## config.mk

```make
export PLATFORM = sky130hd
export DESIGN_NAME = assist_sequencer
export DESIGN_NICKNAME = d
export VERILOG_FILES = /design/src/rtl/assist_sequencer.sv
export SDC_FILE = /design/constraint.sdc
export NUM_CORES = 1
export LEC_CHECK = 0
export ABC_AREA = 1
export BUFFER_PORTS_ARGS = -buffer_cell sky130_fd_sc_hd__buf_2
export CAP_MARGIN = 10
export CORE_ASPECT_RATIO = 1.25
export CORE_UTILIZATION = 25
export CTS_CLUSTER_SIZE = 25
export DETAILED_ROUTE_END_ITERATION = 16
export GPL_TIMING_DRIVEN = 1
export MAX_ROUTING_LAYER = met4
export SLEW_MARGIN = 25
export SYNTH_ARGS = -nofsm -noshare
export SYNTH_HDL_FRONTEND = slang
export SYNTH_SLANG_ARGS = --single-unit
export TNS_END_PERCENT = 1
```

## constraint.sdc

```tcl
create_clock -name clk_i -period 3.6 [get_ports clk_i]
set_input_delay 0.54 -clock clk_i [delete_from_list [all_inputs] [get_ports clk_i]]
set_output_delay 0.54 -clock clk_i [all_outputs]
set_load 0.005 [all_outputs]
```

## src/rtl/assist_sequencer.sv

```systemverilog
// assist_sequencer
//   Sequences the motor assistance command between the assistance calculator
//   and current control. Assistance is gated on rider enable, pedalling
//   activity (cadence timeout), brake and bike tilt. The command is
//   slew-limited on a fixed tick. A tilt fault is latched and clears only
//   after a clean hold-off with pedalling stopped.
//
//   Optional build macro: ASSIST_SEQ_FAULT_COUNT_EN adds fault_count_o, a
//   saturating count of entries into FAULT (cleared only by reset).
//
// Ports
//   clk_i             system clock
//   reset_i           asynchronous, active-high reset
//   assist_req_i      [12:0] unsigned requested assistance
//   resolved_roll_i   [9:0]  signed roll from the IMU
//   cadence_i         raw pedal sensor (asynchronous)
//   brake_i           brake lever, active high
//   enable_i          rider assist enable
//   assist_cmd_o      [12:0] slew-limited command (registered)
//   seq_state_o       [1:0]  0=IDLE 1=ACTIVE 2=DECAY 3=FAULT
//   fault_o           high while in FAULT
//   cadence_active_o  pedalling detected
//   fault_count_o     [7:0]  FAULT entry count (macro builds only)
module assist_sequencer #(
  parameter int TICK_DIV        = 50000,
  parameter int RAMP_UP_STEP    = 16,
  parameter int RAMP_DN_STEP    = 64,
  parameter int CADENCE_TIMEOUT = 500,
  parameter int ROLL_LIMIT      = 45,
  parameter int FAULT_HOLD      = 1000
) (
  input  logic        clk_i,
  input  logic        reset_i,
  input  logic [12:0] assist_req_i,
  input  logic [9:0]  resolved_roll_i,
  input  logic        cadence_i,
  input  logic        brake_i,
  input  logic        enable_i,
  output logic [12:0] assist_cmd_o,
  output logic [1:0]  seq_state_o,
  output logic        fault_o,
  output logic        cadence_active_o
`ifdef ASSIST_SEQ_FAULT_COUNT_EN
  ,
  output logic [7:0]  fault_count_o
`endif
);

  localparam int TW = (TICK_DIV > 1) ? $clog2(TICK_DIV) : 1;
  localparam int CW = $clog2(CADENCE_TIMEOUT + 1);
  localparam int HW = $clog2(FAULT_HOLD + 1);

  typedef enum logic [1:0] {
    S_IDLE   = 2'd0,
    S_ACTIVE = 2'd1,
    S_DECAY  = 2'd2,
    S_FAULT  = 2'd3
  } state_t;

  state_t        state_q, state_d;
  logic [12:0]   cmd_q, cmd_d;
  logic [HW-1:0] hold_q, hold_d;
  logic [TW-1:0] tick_cnt_q;
  logic          tick;
  logic          cad_s1_q, cad_s2_q, cad_s3_q;
  logic          cad_edge;
  logic [CW-1:0] cad_cnt_q, cad_cnt_d;
  logic          cad_act_q, cad_act_d;
  logic [9:0]    roll_mag;
  logic          tilt;
  logic          run;
  logic [13:0]   up_sum;
  logic [12:0]   up_cmd, dec_cmd, dn_cmd;

  // Free-running tick; strobe is the last count before wrap.
  assign tick = (tick_cnt_q == TW'(TICK_DIV - 1));

  always_ff @(posedge clk_i or posedge reset_i) begin
    if (reset_i)   tick_cnt_q <= '0;
    else if (tick) tick_cnt_q <= '0;
    else           tick_cnt_q <= tick_cnt_q + TW'(1);
  end

  // Cadence: two-flop synchroniser plus one history flop for edge detect.
  always_ff @(posedge clk_i or posedge reset_i) begin
    if (reset_i) begin
      cad_s1_q <= 1'b0;
      cad_s2_q <= 1'b0;
      cad_s3_q <= 1'b0;
    end else begin
      cad_s1_q <= cadence_i;
      cad_s2_q <= cad_s1_q;
      cad_s3_q <= cad_s2_q;
    end
  end

  assign cad_edge = cad_s2_q & ~cad_s3_q;

  // Edge wins over a same-cycle tick; activity drops once the count saturates.
  always_comb begin
    cad_cnt_d = cad_cnt_q;
    cad_act_d = cad_act_q;
    if (cad_edge) begin
      cad_cnt_d = '0;
      cad_act_d = 1'b1;
    end else begin
      if (tick && (cad_cnt_q != CW'(CADENCE_TIMEOUT))) cad_cnt_d = cad_cnt_q + CW'(1);
      if (cad_cnt_d == CW'(CADENCE_TIMEOUT)) cad_act_d = 1'b0;
    end
  end

  always_ff @(posedge clk_i or posedge reset_i) begin
    if (reset_i) begin
      cad_cnt_q <= '0;
      cad_act_q <= 1'b0;
    end else begin
      cad_cnt_q <= cad_cnt_d;
      cad_act_q <= cad_act_d;
    end
  end

  // |roll|, with the single unrepresentable -512 clamped to 511.
  always_comb begin
    if (!resolved_roll_i[9])              roll_mag = resolved_roll_i;
    else if (resolved_roll_i == 10'h200) roll_mag = 10'd511;
    else                                  roll_mag = ~resolved_roll_i + 10'd1;
  end

  assign tilt = (roll_mag >= 10'(ROLL_LIMIT));
  assign run  = enable_i & cad_act_q;

  // Slew candidates; the 14-bit sum keeps the up-step from wrapping past 8191.
  always_comb begin
    up_sum  = {1'b0, cmd_q} + 14'(RAMP_UP_STEP);
    up_cmd  = (up_sum > {1'b0, assist_req_i}) ? assist_req_i : up_sum[12:0];
    dec_cmd = (cmd_q >= 13'(RAMP_DN_STEP)) ? (cmd_q - 13'(RAMP_DN_STEP)) : 13'd0;
    dn_cmd  = (dec_cmd < assist_req_i) ? assist_req_i : dec_cmd;
  end

  // Priority: tilt, then FAULT hold-off, then brake, then run conditions.
  always_comb begin
    state_d = state_q;
    cmd_d   = cmd_q;
    hold_d  = hold_q;
    if (tilt) begin
      state_d = S_FAULT;
      cmd_d   = '0;
      hold_d  = '0;
    end else if (state_q == S_FAULT) begin
      cmd_d = '0;
      if (tick && (hold_q != HW'(FAULT_HOLD))) hold_d = hold_q + HW'(1);
      if ((hold_q == HW'(FAULT_HOLD)) && !cad_act_q) begin
        state_d = S_IDLE;
        hold_d  = '0;
      end
    end else if (brake_i) begin
      state_d = S_IDLE;
      cmd_d   = '0;
    end else begin
      case (state_q)
        S_IDLE: begin
          cmd_d = '0;
          if (run) state_d = S_ACTIVE;
        end
        S_ACTIVE: begin
          if (!run) state_d = S_DECAY;
          else if (tick) begin
            if (assist_req_i > cmd_q)      cmd_d = up_cmd;
            else if (assist_req_i < cmd_q) cmd_d = dn_cmd;
          end
        end
        S_DECAY: begin
          if (run)                state_d = S_ACTIVE;
          else if (cmd_q == '0)   state_d = S_IDLE;
          else if (tick)          cmd_d   = dec_cmd;
        end
        default: ;
      endcase
    end
  end

  always_ff @(posedge clk_i or posedge reset_i) begin
    if (reset_i) begin
      state_q <= S_IDLE;
      cmd_q   <= '0;
      hold_q  <= '0;
    end else begin
      state_q <= state_d;
      cmd_q   <= cmd_d;
      hold_q  <= hold_d;
    end
  end

`ifdef ASSIST_SEQ_FAULT_COUNT_EN
  logic [7:0] fcnt_q;

  always_ff @(posedge clk_i or posedge reset_i) begin
    if (reset_i) fcnt_q <= '0;
    else if ((state_d == S_FAULT) && (state_q != S_FAULT) && (fcnt_q != 8'hFF))
      fcnt_q <= fcnt_q + 8'd1;
  end

  assign fault_count_o = fcnt_q;
`endif

  assign assist_cmd_o     = cmd_q;
  assign seq_state_o      = state_q;
  assign fault_o          = (state_q == S_FAULT);
  assign cadence_active_o = cad_act_q;

endmodule

```

==> key figures, run 1 <==
Critical path
  – Master of the slowest instance on the critical path: sky130_fd_sc_hd__dfrtp_1
  – Largest stage delay on the critical path: between 0.5 and 0.6 ns
  – Startpoint kind of the worst setup timing path: flip-flop
  – Startpoint of the worst register-to-register path: assist_cmd_o[4]$_DFFE_PP0P_
  – Data arrival time at the worst-slack endpoint: 3.47 ns
  – Cells traversed along the worst timing path: inv_1, ha_1, nand2_1, nor2_1, nand2_1, nand2_1, inv_1, nor2_1, ha_1, nand2_1, inv_1, nand3_1, nor3_1, nand2_4, nand2_4, nand2_2, nand4_1, nand2_1, nand2_1, nand2_1
  – FF-to-FF path depth: 20
  – Worst Setup End Kind: flip-flop
  – Data required time at the worst endpoint: 3.80 ns
  – Setup slack on the worst flop-to-flop path: between 0.3 and 0.4 ns
  – Worst Path Class, Setup: reg -> reg
  – Reg2reg end: assist_cmd_o[0]$_DFFE_PP0P_
  – Crit path top cell by count: sky130_fd_sc_hd__nand2_1
  – Maximum fanout along the worst path: 12

Logic synthesis
  – Number of flops mapped to enable cells by yosys: 0
  – Post-synthesis xor/xnor area fraction: 0.0454
  – Number of standard cells after synthesis: slightly below 800
  – #FFs+latches synth: between 50 and 60
  – Synth Net Count: 860
  – Cell variety after synth: 45
  – Yosys synthesis warning count: 0
  – Area of the mapped netlist: 5210 sq um
  – FFs w/ async S/R, synth: 1.00
  – Post-synth top flop: sky130_fd_sc_hd__dfrtp_1
  – Simple-Gate Fraction of Synth Area: 0.380
  – Compound-gate portion of the synthesized area: 0.0848
  – Area share of fa/ha/maj cells after synthesis: 0.132
  – Mapped Avg Cell Area: 6.70 sq um
  – Seq/Total Area, Yosys: 0.259
  – Post-synthesis mux area share: 0.00192
  – Combinational family with the most area after synthesis: simple AND/OR/NAND/NOR gates

Cells and area
  – Register cell area after layout: around 1400 sq um
  – Commonest cells after routing, fill and taps aside: sky130_fd_sc_hd__nand2_1 (214), sky130_fd_sc_hd__nor2_1 (104), sky130_fd_sc_hd__inv_1 (100)
  – Area Growth Syn to Fin: 13.0%
  – Final nets: 906
  – Non-filler cells, final: 1094
  – Share of final-layout standard cells stronger than drive strength 1: 0.135
  – Fill cell instance count of the final layout: 2240
  – Post-layout util: 0.291
  – Number of diodes: 0
  – Final cell area excluding filler cells: 5890 sq um
  – Most frequent standard cell in the layout excluding fill and tap cells: sky130_fd_sc_hd__nand2_1
  – Area of the multi-input gates: 3360 sq um

Worst hold path
  – Origin of the worst min-delay path: cadence_i
  – Path class of the lowest-slack min-delay path: in -> reg
  – Endpoint with the worst hold slack: cad_s1_q$_DFF_PP0_
  – Hold depth: 1

STA
  – Setup repair after global routing missed its margin: no
  – Portion of the clock cycle consumed by the worst path in the final layout: 0.909
  – Number of hold violations in the final report: 0
  – Clock period minus final worst setup slack: between 3 and 4 ns
  – Count of final setup violators: 0
  – Timing-limited maximum frequency: between 300 and 400 MHz
  – Number of pins with negative max-slew slack in the final report: 0
  – Setup Skew: 0.00542 ns
  – Worst Max-Slew Pin Slew: 0.845 ns
  – Worst slew margin: 0.436
  – Setup TNS Final: 0 ns

Floorplanning
  – Placeable core region: 20200 sq um
  – Number of rows in the core area: 58
  – Number of placed I/O pins: 45
  – Height of the die: 163 um
  – Horizontal die dimension: 131 um
  – Starting density of the core: 0.257
  – Total die area: roughly 21000 sq um

Pwr
  – Max IR drop VDD: 179 uV
  – Static leakage: 0.00319 uW
  – Power density of the placed cells: 219 nW/um^2

Detailed routing
  – Antenna-violating nets left: 0
  – Count of vias placed by the detailed router: 4917
  – 1st-iter DRT viols: 218
  – Router iterations before antenna repair: 4
  – Routed via count divided by cell count: 4.49
  – Residual DRC: 0
  – WL/cell: 12.4 um
  – Post-Route WL: around 14000 um

GRT
  – Overflow left after global routing: 0
  – Global-route usage over all layers: 0.136
  – Number of antenna violations at the first check in global routing: 0
  – Wire length of the first global-routing pass: 22900 um
  – Vias in the first global route: 4773
  – Pin count of the biggest net entering global routing: 38

Clock tree
  – Number of buffers on the longest clock path: 2
  – Clock slew seen by the registers of the worst setup and hold paths: approximately 0.080 ns
  – Total clock sinks: 54
  – CTS Buf Count: 5
  – Clock tree from TritonCTS: yes
  – CTS H-tree depth: 2
  – Post-cts resize count: 0
  – Clock latency on the worst-skew pair: 0.30 ns
  – Cell at the root of the clock tree: sky130_fd_sc_hd__clkbuf_16
  – CTS Hold Bufs: 0
  – Post-CTS Setup Inserts: 0

Placement
  – Routability Congestion: 0.903
  – Number of buffers inserted by port buffering: 44
  – Cell area after placement: 5730 sq um
  – DP Wirelength: 11000 um
  – Number of cells in the design after placement: 1086

Outcome
  – Result of the run: complete, no violations

Job
  – Max capacitance violation total: 0
==> power breakdown <==
part	switching [uW]	leakage, uW	internal, uW
Clock	261	0.0000759	267
Combinational	104	0.00239	48.5
Sequential	0.652	0.000718	608
==> final cells by class <==
type	count	area share
sequential	54	0.230
timing repair buffer	48	0.0425
multi-input combinational	599	0.570
clock inverter	3	0.00489
tap	270	0.0574
inverter	115	0.0742
clock buffer	5	0.0213
==> synth_stat cells, drive strengths merged, types with 2 or more instances <==
cell type,count,share of area
buf,7,0.011
nand3,59,0.061
inv,115,0.084
o211ai,4,0.0058
o21ai,30,0.032
nand2,230,0.18
nor4,2,0.0036
nor2,113,0.088
a21o,2,0.0029
a211oi,3,0.0043
a31oi,2,0.0024
xnor2,3,0.0050
clkbuf,2,0.0014
xor2,24,0.040
ha,55,0.13
nand4,14,0.017
a21oi,28,0.027
nor3,19,0.021
dfrtp,54,0.26
==> per-stage QoR <==
stage / hold WS (ns) / power, uW / setup WS, ns
6_report: 0.336 / 1290 / 0.328
5_1_grt: 0.321 / 1350 / 0.0619
4_1_cts: 0.331 / 1310 / 0.373
3_5_place_dp: 0.343 / 775 / 0.403
3_3_place_gp: 0.336 / 774 / 0.362
2_1_floorplan: 0.331 / 722 / 0.815
==> worst max-delay path by stage <==
stage / startpoint / to / slack [ns]
2_1_floorplan: assist_cmd_o[6]$_DFFE_PP0P_ / assist_cmd_o[12]$_DFFE_PP0P_ / 0.82
3_3_place_gp: assist_cmd_o[4]$_DFFE_PP0P_ / assist_cmd_o[1]$_DFFE_PP0P_ / 0.36
3_5_place_dp: assist_cmd_o[4]$_DFFE_PP0P_ / assist_cmd_o[1]$_DFFE_PP0P_ / 0.40
4_1_cts: assist_cmd_o[4]$_DFFE_PP0P_ / assist_cmd_o[10]$_DFFE_PP0P_ / 0.37
5_1_grt: assist_cmd_o[4]$_DFFE_PP0P_ / assist_cmd_o[9]$_DFFE_PP0P_ / 0.06
6_report: assist_cmd_o[4]$_DFFE_PP0P_ / assist_cmd_o[0]$_DFFE_PP0P_ / 0.33
==> critical path: cells and delay by family (launching register included) <==
kind | cells | cell delay [ns]
adder cells (fa/ha/maj) | 2 | 0.55
flip-flops | 1 | 0.57
buffers and inverters | 3 | 0.54
AND/OR/NAND/NOR | 15 | 1.51
==> logic make-up after synthesis <==
| logic type | Yosys count |
|---|---|
| AOI/OAI and AO/OA | 75 |
| xor gates and xnor gates | 27 |
| adders and majority gates | 55 |
| buffers and inverters | 124 |
| DFF | 54 |
| muxes | 1 |
| and+or+nand+nor | 441 |
==> state kept, by name, indices dropped and copies added (netlist names) <==
signal,count
cadence_active_o,1
assist_cmd_o,13
tick_cnt_q,16
cad_s2_q,1
cad_s3_q,1
cad_cnt_q,9
hold_q,10
cad_s1_q,1
seq_state_o,2
==> layer usage <==
| metal | GRT usage | wire, um | part of all wire |
|---|---|---|---|
| met5 | - | 0 | 0 |
| met4 | 0.0460 | 250 | 0.018 |
| met3 | 0.0196 | 523 | 0.038 |
| met2 | 0.240 | 6650 | 0.49 |
| met1 | 0.158 | 6190 | 0.45 |
Power figures use the tool's default switching activity.
==> run 2: changes to the inputs <==
Settings changed: CORE_UTILIZATION 25 to 60, PLACE_DENSITY set to 0.8.
==> run 2 against run 1 <==
  * Maximum frequency shrank 1.1%
  * Clock skew grew 0.011 ns
  * Critical endpoint is now assist_cmd_o[1]$_DFFE_PP0P_
  * Sequential power is essentially flat
==> key figures, run 2 (synthesis results as in run 1) <==
Cells and area
  – Number of flip-flops under the largest register name: 16 (unchanged)
  – Most frequent standard cell in the layout excluding fill and tap cells: sky130_fd_sc_hd__nand2_1 (unchanged)
  – Post-layout util: 0.673 (was 0.291)
  – Final nets: 905 (was 906)
  – Commonest cells after routing, fill and taps aside: sky130_fd_sc_hd__nand2_1 (214), sky130_fd_sc_hd__nor2_1 (104), sky130_fd_sc_hd__inv_1 (100) (unchanged)
  – Number of diodes: 0 (unchanged)
  – Top reg by flops: tick_cnt_q (unchanged)
  – Fill cell instance count of the final layout: 729 (was 2240)
  – Area Growth Syn to Fin: 7.66% (was 13.0%)
  – Share of final-layout standard cells stronger than drive strength 1: 0.134 (was 0.135)

STA
  – Number of hold violations in the final report: 0 (unchanged)
  – Worst Max-Slew Pin Slew: 0.811 ns (was 0.845 ns)
  – Final critical-path setup slack: 0.293 ns (was 0.328 ns)
  – Timing-limited maximum frequency: 302 MHz (was 306 MHz)
  – Number of pins with negative max-slew slack in the final report: 0 (unchanged)
  – Worst slew margin: 0.459 (was 0.436)
  – Setup Skew: 0.0160 ns (was 0.00542 ns)
  – Clock period minus final worst setup slack: 3.31 ns (was 3.27 ns)
  – Portion of the clock cycle consumed by the worst path in the final layout: 0.919 (was 0.909)
  – Count of final setup violators: 0 (unchanged)
  – Setup TNS Final: 0 ns (unchanged)
  – Setup repair after global routing missed its margin: no (unchanged)

Critical path
  – Maximum fanout along the worst path: 11 (was 12)
  – Data arrival time at the worst-slack endpoint: 3.52 ns (was 3.47 ns)
  – FF-to-FF path depth: 18 (was 20)
  – Data required time at the worst endpoint: 3.82 ns (was 3.80 ns)
  – Worst Setup End Kind: flip-flop (unchanged)
  – Startpoint kind of the worst setup timing path: flip-flop (unchanged)
  – Setup slack on the worst flop-to-flop path: 0.29 ns (was 0.33 ns)
  – Reg2reg end: assist_cmd_o[1]$_DFFE_PP0P_ (was assist_cmd_o[0]$_DFFE_PP0P_)
  – Startpoint of the worst register-to-register path: assist_cmd_o[6]$_DFFE_PP0P_ (was assist_cmd_o[4]$_DFFE_PP0P_)
  – Worst Path Class, Setup: reg -> reg (unchanged)

Outcome
  – Result of the run: complete, no violations (unchanged)

Detailed routing
  – WL/cell: 13.9 um (was 12.4 um)
  – 1st-iter DRT viols: 302 (was 218)
  – Met3 wire len: 459 um (was 523 um)
  – Router iterations before antenna repair: 4 (unchanged)
  – Top Layer Used: met4 (unchanged)
  – Antenna-violating nets left: 0 (unchanged)
  – Residual DRC: 0 (unchanged)
  – Post-Route WL: 12700 um (was 13600 um)
  – Routed via count divided by cell count: 5.55 (was 4.49)
  – Count of vias placed by the detailed router: 5104 (was 4917)
  – Met1 routed wirelength after detailed routing: 5170 um (was 6190 um)
  – Met2 WL: 6650 um (about the same)

Job
  – Max capacitance violation total: 0 (unchanged)

Floorplanning
  – Horizontal die dimension: 85.3 um (was 131 um)
  – Number of rows in the core area: 37 (was 58)
  – Starting density of the core: 0.625 (was 0.257)
  – Placeable core region: 8330 sq um (was 20200 sq um)
  – Height of the die: 106 um (was 163 um)
  – Total die area: 9060 sq um (was 21400 sq um)
  – Number of placed I/O pins: 45 (unchanged)

Placement
  – Routability Congestion: 1.05 (was 0.903)
  – Number of buffers inserted by port buffering: 44 (unchanged)
  – DP Wirelength: 10500 um (was 11000 um)
  – Worst slack, placed: 0.360 ns (was 0.403 ns)

Pwr
  – Power Internal: 814 uW (was 923 uW)
  – Clock group share of total power: 0.322 (was 0.409)
  – Overall power consumption: 1120 uW (was 1290 uW)
  – Portion of total power attributed to sequential cells: 0.544 (was 0.472)
  – Max IR drop VDD: 200 uV (was 179 uV)
  – Combinational power share: 0.134 (was 0.119)
  – Switch share: 0.272 (was 0.284)
  – Static leakage: 0.00316 uW (was 0.00319 uW)
  – Switching power: 305 uW (was 366 uW)
  – Power density of the placed cells: 200 nW/um^2 (was 219 nW/um^2)

GRT
  – Pin count of the biggest net entering global routing: 40 (was 38)
  – Vias in the first global route: 4855 (was 4773)
  – Number of antenna violations at the first check in global routing: 0 (unchanged)
  – Global-route usage over all layers: 0.305 (was 0.136)
  – Overflow left after global routing: 0 (unchanged)
  – Wire length of the first global-routing pass: 21500 um (was 22900 um)

Clock tree
  – Cell at the root of the clock tree: sky130_fd_sc_hd__clkbuf_8 (was sky130_fd_sc_hd__clkbuf_16)
  – Clock slew seen by the registers of the worst setup and hold paths: 0.10 ns (was 0.08 ns)
  – Number of buffers on the longest clock path: 2 (unchanged)
  – Clock latency on the worst-skew pair: 0.31 ns (was 0.30 ns)
  – Total clock sinks: 54 (unchanged)
  – Clock tree from TritonCTS: yes (unchanged)
  – CTS Buf Count: 5 (unchanged)
  – Post-CTS Setup Inserts: 0 (unchanged)
  – CTS Hold Bufs: 0 (unchanged)
  – Post-cts resize count: 0 (unchanged)
  – CTS H-tree depth: 2 (unchanged)

Worst hold path
  – Endpoint with the worst hold slack: cad_s1_q$_DFF_PP0_ (unchanged)
  – Origin of the worst min-delay path: cadence_i (unchanged)
  – Hold depth: 1 (unchanged)
  – Path class of the lowest-slack min-delay path: in -> reg (unchanged)
==> run 2: cell types whose count changed in the layout (fill, tap and decap cells not counted) <==
cell | before | now
sky130_fd_sc_hd__inv_6 | 1 | 2
sky130_fd_sc_hd__clkinv_4 | 2 | 0
sky130_fd_sc_hd__buf_4 | 4 | 3
sky130_fd_sc_hd__inv_8 | 1 | 0
sky130_fd_sc_hd__clkbuf_8 | 0 | 6
sky130_fd_sc_hd__clkinvlp_4 | 0 | 1
sky130_fd_sc_hd__clkbuf_16 | 5 | 0
==> run 2: stage by stage <==
step	std cells	hold slack, ns	area (sq um)
global route	920	0.324	5610
floorplan	777	0.331	5210
detailed placement	912	0.350	5510
global placement	912	0.335	5510
finish	920	0.342	5610
CTS	920	0.328	5610
==> run 2: layer usage <==
metal  up-vias  global-route usage
met4         0               0.125
met5         -                   -
met1      2356               0.342
li1       2566                   -
met3        40              0.0287
met2       142               0.555
==> run 2: final cells by class <==
cell class	count	area, sq um	share of cell area
Clock inverter	2	16.3	0.00290
Sequential cell	54	1350	0.241
Clock buffer	6	82.6	0.0147
Tap cell	97	121	0.0216
Inverter	115	437	0.0779
Multi-Input combinational cell	599	3360	0.599
Timing Repair Buffer	47	243	0.0433
==> run 2: critical path, cell delays in order, from the launching register on <==
cell	delay, ns
sky130_fd_sc_hd__dfrtp_1	0.56
sky130_fd_sc_hd__ha_1	0.20
sky130_fd_sc_hd__nand2_1	0.07
sky130_fd_sc_hd__nor2_1	0.09
sky130_fd_sc_hd__inv_1	0.09
sky130_fd_sc_hd__nor2_1	0.12
sky130_fd_sc_hd__o21ai_0	0.12
sky130_fd_sc_hd__ha_1	0.32
sky130_fd_sc_hd__nand3_1	0.11
sky130_fd_sc_hd__nor3_1	0.22
sky130_fd_sc_hd__nand4_1	0.45
sky130_fd_sc_hd__nand2_4	0.27
sky130_fd_sc_hd__nand2_4	0.10
sky130_fd_sc_hd__inv_2	0.08
sky130_fd_sc_hd__nand2_2	0.06
sky130_fd_sc_hd__nor2_1	0.15
sky130_fd_sc_hd__nor2_2	0.07
sky130_fd_sc_hd__nand2_1	0.07
sky130_fd_sc_hd__nand2_1	0.05
==> run 2: power by group through the flow <==
stage	registers [uW]	logic, uW	clock network [uW]
finish	609	150	361
global route	609	170	397
CTS	609	150	378
detailed placement	621	149	0
global placement	620	145	0
floorplan	620	102	0
==> run 2: worst max path at each step <==
stage	from	cells past startpoint	slack, ns	end
after floorplan	assist_cmd_o[6]$_DFFE_PP0P_	15	0.82	assist_cmd_o[12]$_DFFE_PP0P_
after global placement	assist_cmd_o[6]$_DFFE_PP0P_	19	0.43	assist_cmd_o[3]$_DFFE_PP0P_
after detailed placement	assist_cmd_o[6]$_DFFE_PP0P_	19	0.36	assist_cmd_o[1]$_DFFE_PP0P_
after CTS	assist_cmd_o[6]$_DFFE_PP0P_	19	0.34	assist_cmd_o[1]$_DFFE_PP0P_
after global routing	assist_cmd_o[6]$_DFFE_PP0P_	17	0.02	assist_cmd_o[3]$_DFFE_PP0P_
final	assist_cmd_o[6]$_DFFE_PP0P_	18	0.29	assist_cmd_o[1]$_DFFE_PP0P_
==> run 3: changes to the inputs <==
Settings changed: CORE_UTILIZATION 60 to 50, PLACE_DENSITY 0.8 to 0.69.
==> run 3 against run 2 <==
  * Final cell count is 4.0% higher
  * Sequential power hardly changed
  * Cell area is 2.7% higher
  * Non-clock buffer count is 5 higher
  * Flip-flop and latch count stayed put
  * Maximum frequency is 0.31% higher
  * Core utilization is 10 points lower
  * Largest power group unchanged
  * Worst setup slack better by 0.010 ns
  * Global-route usage is 3.3 points lower
  * Clock power is 58% higher
  * Sequential share of layout area is 0.62 points lower
==> key figures, run 3 (synthesis results as in run 1) <==
GRT
  – Number of antenna violations at the first check in global routing: 0 (unchanged)
  – Global-route usage over all layers: 0.272 (was 0.305)
  – Vias in the first global route: 4843 (was 4855)
  – Overflow left after global routing: 0 (unchanged)
  – Most congested layer reported by global routing: met2 (unchanged)
  – Grt met1 use: 0.303 (was 0.342)
  – Pin count of the biggest net entering global routing: 33 (was 40)
  – Global-route track usage on met2: 0.482 (was 0.555)
  – Met3 demand-to-capacity share in global routing: 0.0332 (was 0.0287)
  – Wire length of the first global-routing pass: 22200 um (was 21500 um)

Floorplanning
  – Placeable core region: 10100 sq um (was 8330 sq um)
  – Horizontal die dimension: 93.3 um (was 85.3 um)
  – Number of rows in the core area: 41 (was 37)
  – Height of the die: 116 um (was 106 um)
  – Total die area: 10800 sq um (was 9060 sq um)
  – Number of placed I/O pins: 45 (unchanged)
  – Starting density of the core: 0.515 (was 0.625)

Placement
  – Number of buffers inserted by port buffering: 44 (unchanged)
  – DP Wirelength: 10700 um (was 10500 um)
  – Routability Congestion: 0.972 (was 1.05)

Clock tree
  – CTS Buf Count: 5 (unchanged)
  – Total clock sinks: 54 (unchanged)
  – Cell at the root of the clock tree: sky130_fd_sc_hd__clkbuf_16 (was sky130_fd_sc_hd__clkbuf_8)
  – Number of buffers on the longest clock path: 2 (unchanged)
  – Clock slew seen by the registers of the worst setup and hold paths: 0.07 ns (was 0.10 ns)
  – Clock latency on the worst-skew pair: 0.30 ns (was 0.31 ns)
  – CTS Hold Bufs: 0 (unchanged)
  – CTS H-tree depth: 2 (unchanged)
  – Clock tree from TritonCTS: yes (unchanged)

Pwr
  – Static leakage: 0.00321 uW (was 0.00316 uW)
  – Max IR drop VDD: 287 uV (was 200 uV)
  – Power density of the placed cells: 231 nW/um^2 (was 200 nW/um^2)

Job
  – Max capacitance violation total: 0 (unchanged)

STA
  – Clock period minus final worst setup slack: 3.30 ns (was 3.31 ns)
  – Count of final setup violators: 0 (unchanged)
  – Setup repair after global routing missed its margin: no (unchanged)
  – Portion of the clock cycle consumed by the worst path in the final layout: 0.916 (was 0.919)
  – Number of pins with negative max-slew slack in the final report: 0 (unchanged)
  – Setup Skew: 0.00849 ns (was 0.0160 ns)
  – Setup TNS Final: 0 ns (unchanged)
  – Timing-limited maximum frequency: 303 MHz (was 302 MHz)
  – Number of hold violations in the final report: 0 (unchanged)
  – Worst slew margin: 0.495 (was 0.459)
  – Worst Max-Slew Pin Slew: 0.756 ns (was 0.811 ns)

Cells and area
  – Share of final-layout standard cells stronger than drive strength 1: 0.140 (was 0.134)
  – Top reg by flops: tick_cnt_q (unchanged)
  – Commonest cells after routing, fill and taps aside: sky130_fd_sc_hd__nand2_1 (214), sky130_fd_sc_hd__nor2_1 (104), sky130_fd_sc_hd__inv_1 (100) (unchanged)
  – Final nets: 910 (was 905)
  – Post-layout util: 0.570 (was 0.673)
  – Number of diodes: 0 (unchanged)
  – Most frequent standard cell in the layout excluding fill and tap cells: sky130_fd_sc_hd__nand2_1 (unchanged)
  – Number of flip-flops under the largest register name: 16 (unchanged)
  – Area Growth Syn to Fin: 10.6% (was 7.66%)

Critical path
  – Data arrival time at the worst-slack endpoint: 3.49 ns (was 3.52 ns)
  – Maximum fanout along the worst path: 11 (unchanged)
  – Master of the slowest instance on the critical path: sky130_fd_sc_hd__dfrtp_1 (unchanged)
  – Cells traversed along the worst timing path: buf_4, ha_1, nand2_1, nor2_1, inv_1, nor2_1, o21ai_0, ha_1, nand3_1, o21bai_1, nand2_1, nor2_1, nand2_2, nand2_4, nand2_4, inv_2, nand2_2, nor2_1, nor2_2, nand2_1, nand2_1 (was ha_1, nand2_1, nor2_1, inv_1, nor2_1, o21ai_0, ha_1, nand3_1, nor3_1, nand4_1, nand2_4, nand2_4, inv_2, nand2_2, nor2_1, nor2_2, nand2_1, nand2_1)
  – Startpoint kind of the worst setup timing path: flip-flop (unchanged)
  – Largest stage delay on the critical path: 0.39 ns (was 0.56 ns)
  – Worst Path Class, Setup: reg -> reg (unchanged)
  – Data required time at the worst endpoint: 3.80 ns (was 3.82 ns)
  – Worst Setup End Kind: flip-flop (unchanged)

Worst hold path
  – Path class of the lowest-slack min-delay path: in -> reg (unchanged)

Detailed routing
  – 1st-iter DRT viols: 255 (was 302)
  – Antenna-violating nets left: 0 (unchanged)
  – Post-Route WL: 13400 um (was 12700 um)
  – Routed via count divided by cell count: 5.28 (was 5.55)
  – Router iterations before antenna repair: 6 (was 4)
  – WL/cell: 14.0 um (was 13.9 um)
  – Residual DRC: 0 (unchanged)
  – Count of vias placed by the detailed router: 5050 (was 5104)

Outcome
  – Result of the run: complete, no violations (unchanged)
run 3: per-stage QoR:
step | cells | worst slack (ns) | total power, uW | area [sq um] | hold WS, ns
floorplan | 777 | 0.815 | 722 | 5210 | 0.331
global placement | 947 | 0.0855 | 766 | 5570 | 0.333
detailed placement | 947 | 0.0960 | 770 | 5570 | 0.336
CTS | 955 | 0.0793 | 1350 | 5750 | 0.339
global route | 957 | 0.0426 | 1390 | 5760 | 0.332
finish | 957 | 0.303 | 1330 | 5760 | 0.345
run 3: layer usage:
layer  wire length, um  vias to the layer above
met5                 0                        -
met4               425                        0
met3               447                       28
met2              6910                       99
met1              5600                     2349
li1                  -                     2574
run 3: critical path, delay by kind of cell, from the launching register on:
family                     cells  cell delay [ns]
and+or+nand+nor               14             1.46
buffers and inverters          3             0.37
AOI/OAI and AO/OA              2             0.42
DFF                            1             0.39
adders and majority gates      2             0.54
run 3: cell type report:
class	instances	area, sq um
Inverter	115	437
Sequential cell	54	1350
Fill cell	1001	4340
Clock buffer	5	125
Timing Repair Buffer	52	280
Tap cell	129	161
Multi-Input combinational cell	599	3360
Clock inverter	3	48.8
run 3: path summary, 6_finish.rpt:
| path | from | end | slack (ns) | cells past startpoint |
|---|---|---|---|---|
| max | assist_cmd_o[4]$_DFFE_PP0P_ | assist_cmd_o[1]$_DFFE_PP0P_ | 0.30 | 21 |
| min | cadence_i | cad_s1_q$_DFF_PP0_ | 0.35 | 1 |
| max reg2reg | assist_cmd_o[4]$_DFFE_PP0P_ | assist_cmd_o[1]$_DFFE_PP0P_ | 0.30 | 21 |
| min reg2reg | cad_s1_q$_DFF_PP0_ | cad_s2_q$_DFF_PP0_ | 0.35 | 0 |
| max in group asynchronous | reset_i | hold_q[5]$_DFFE_PP0P_ | 2.44 | 3 |
| min in group asynchronous | reset_i | cad_cnt_q[6]$_DFF_PP0_ | 0.37 | 2 |
run 3: timing repair:
| item | 4_1_cts | 5_1_grt |
|---|---|---|
| buffers inserted | 0 | 2 |
| setup endpoints to repair | 0 | 13 |
| gates resized for setup | 0 | 1 |
run 3: power breakdown:
part | switching [uW] | total, uW | internal [uW] | leakage, uW
registers | 0.752 | 608 | 608 | 0.000716
logic | 102 | 150 | 47.3 | 0.00241
clock network | 239 | 572 | 333 | 0.0000819
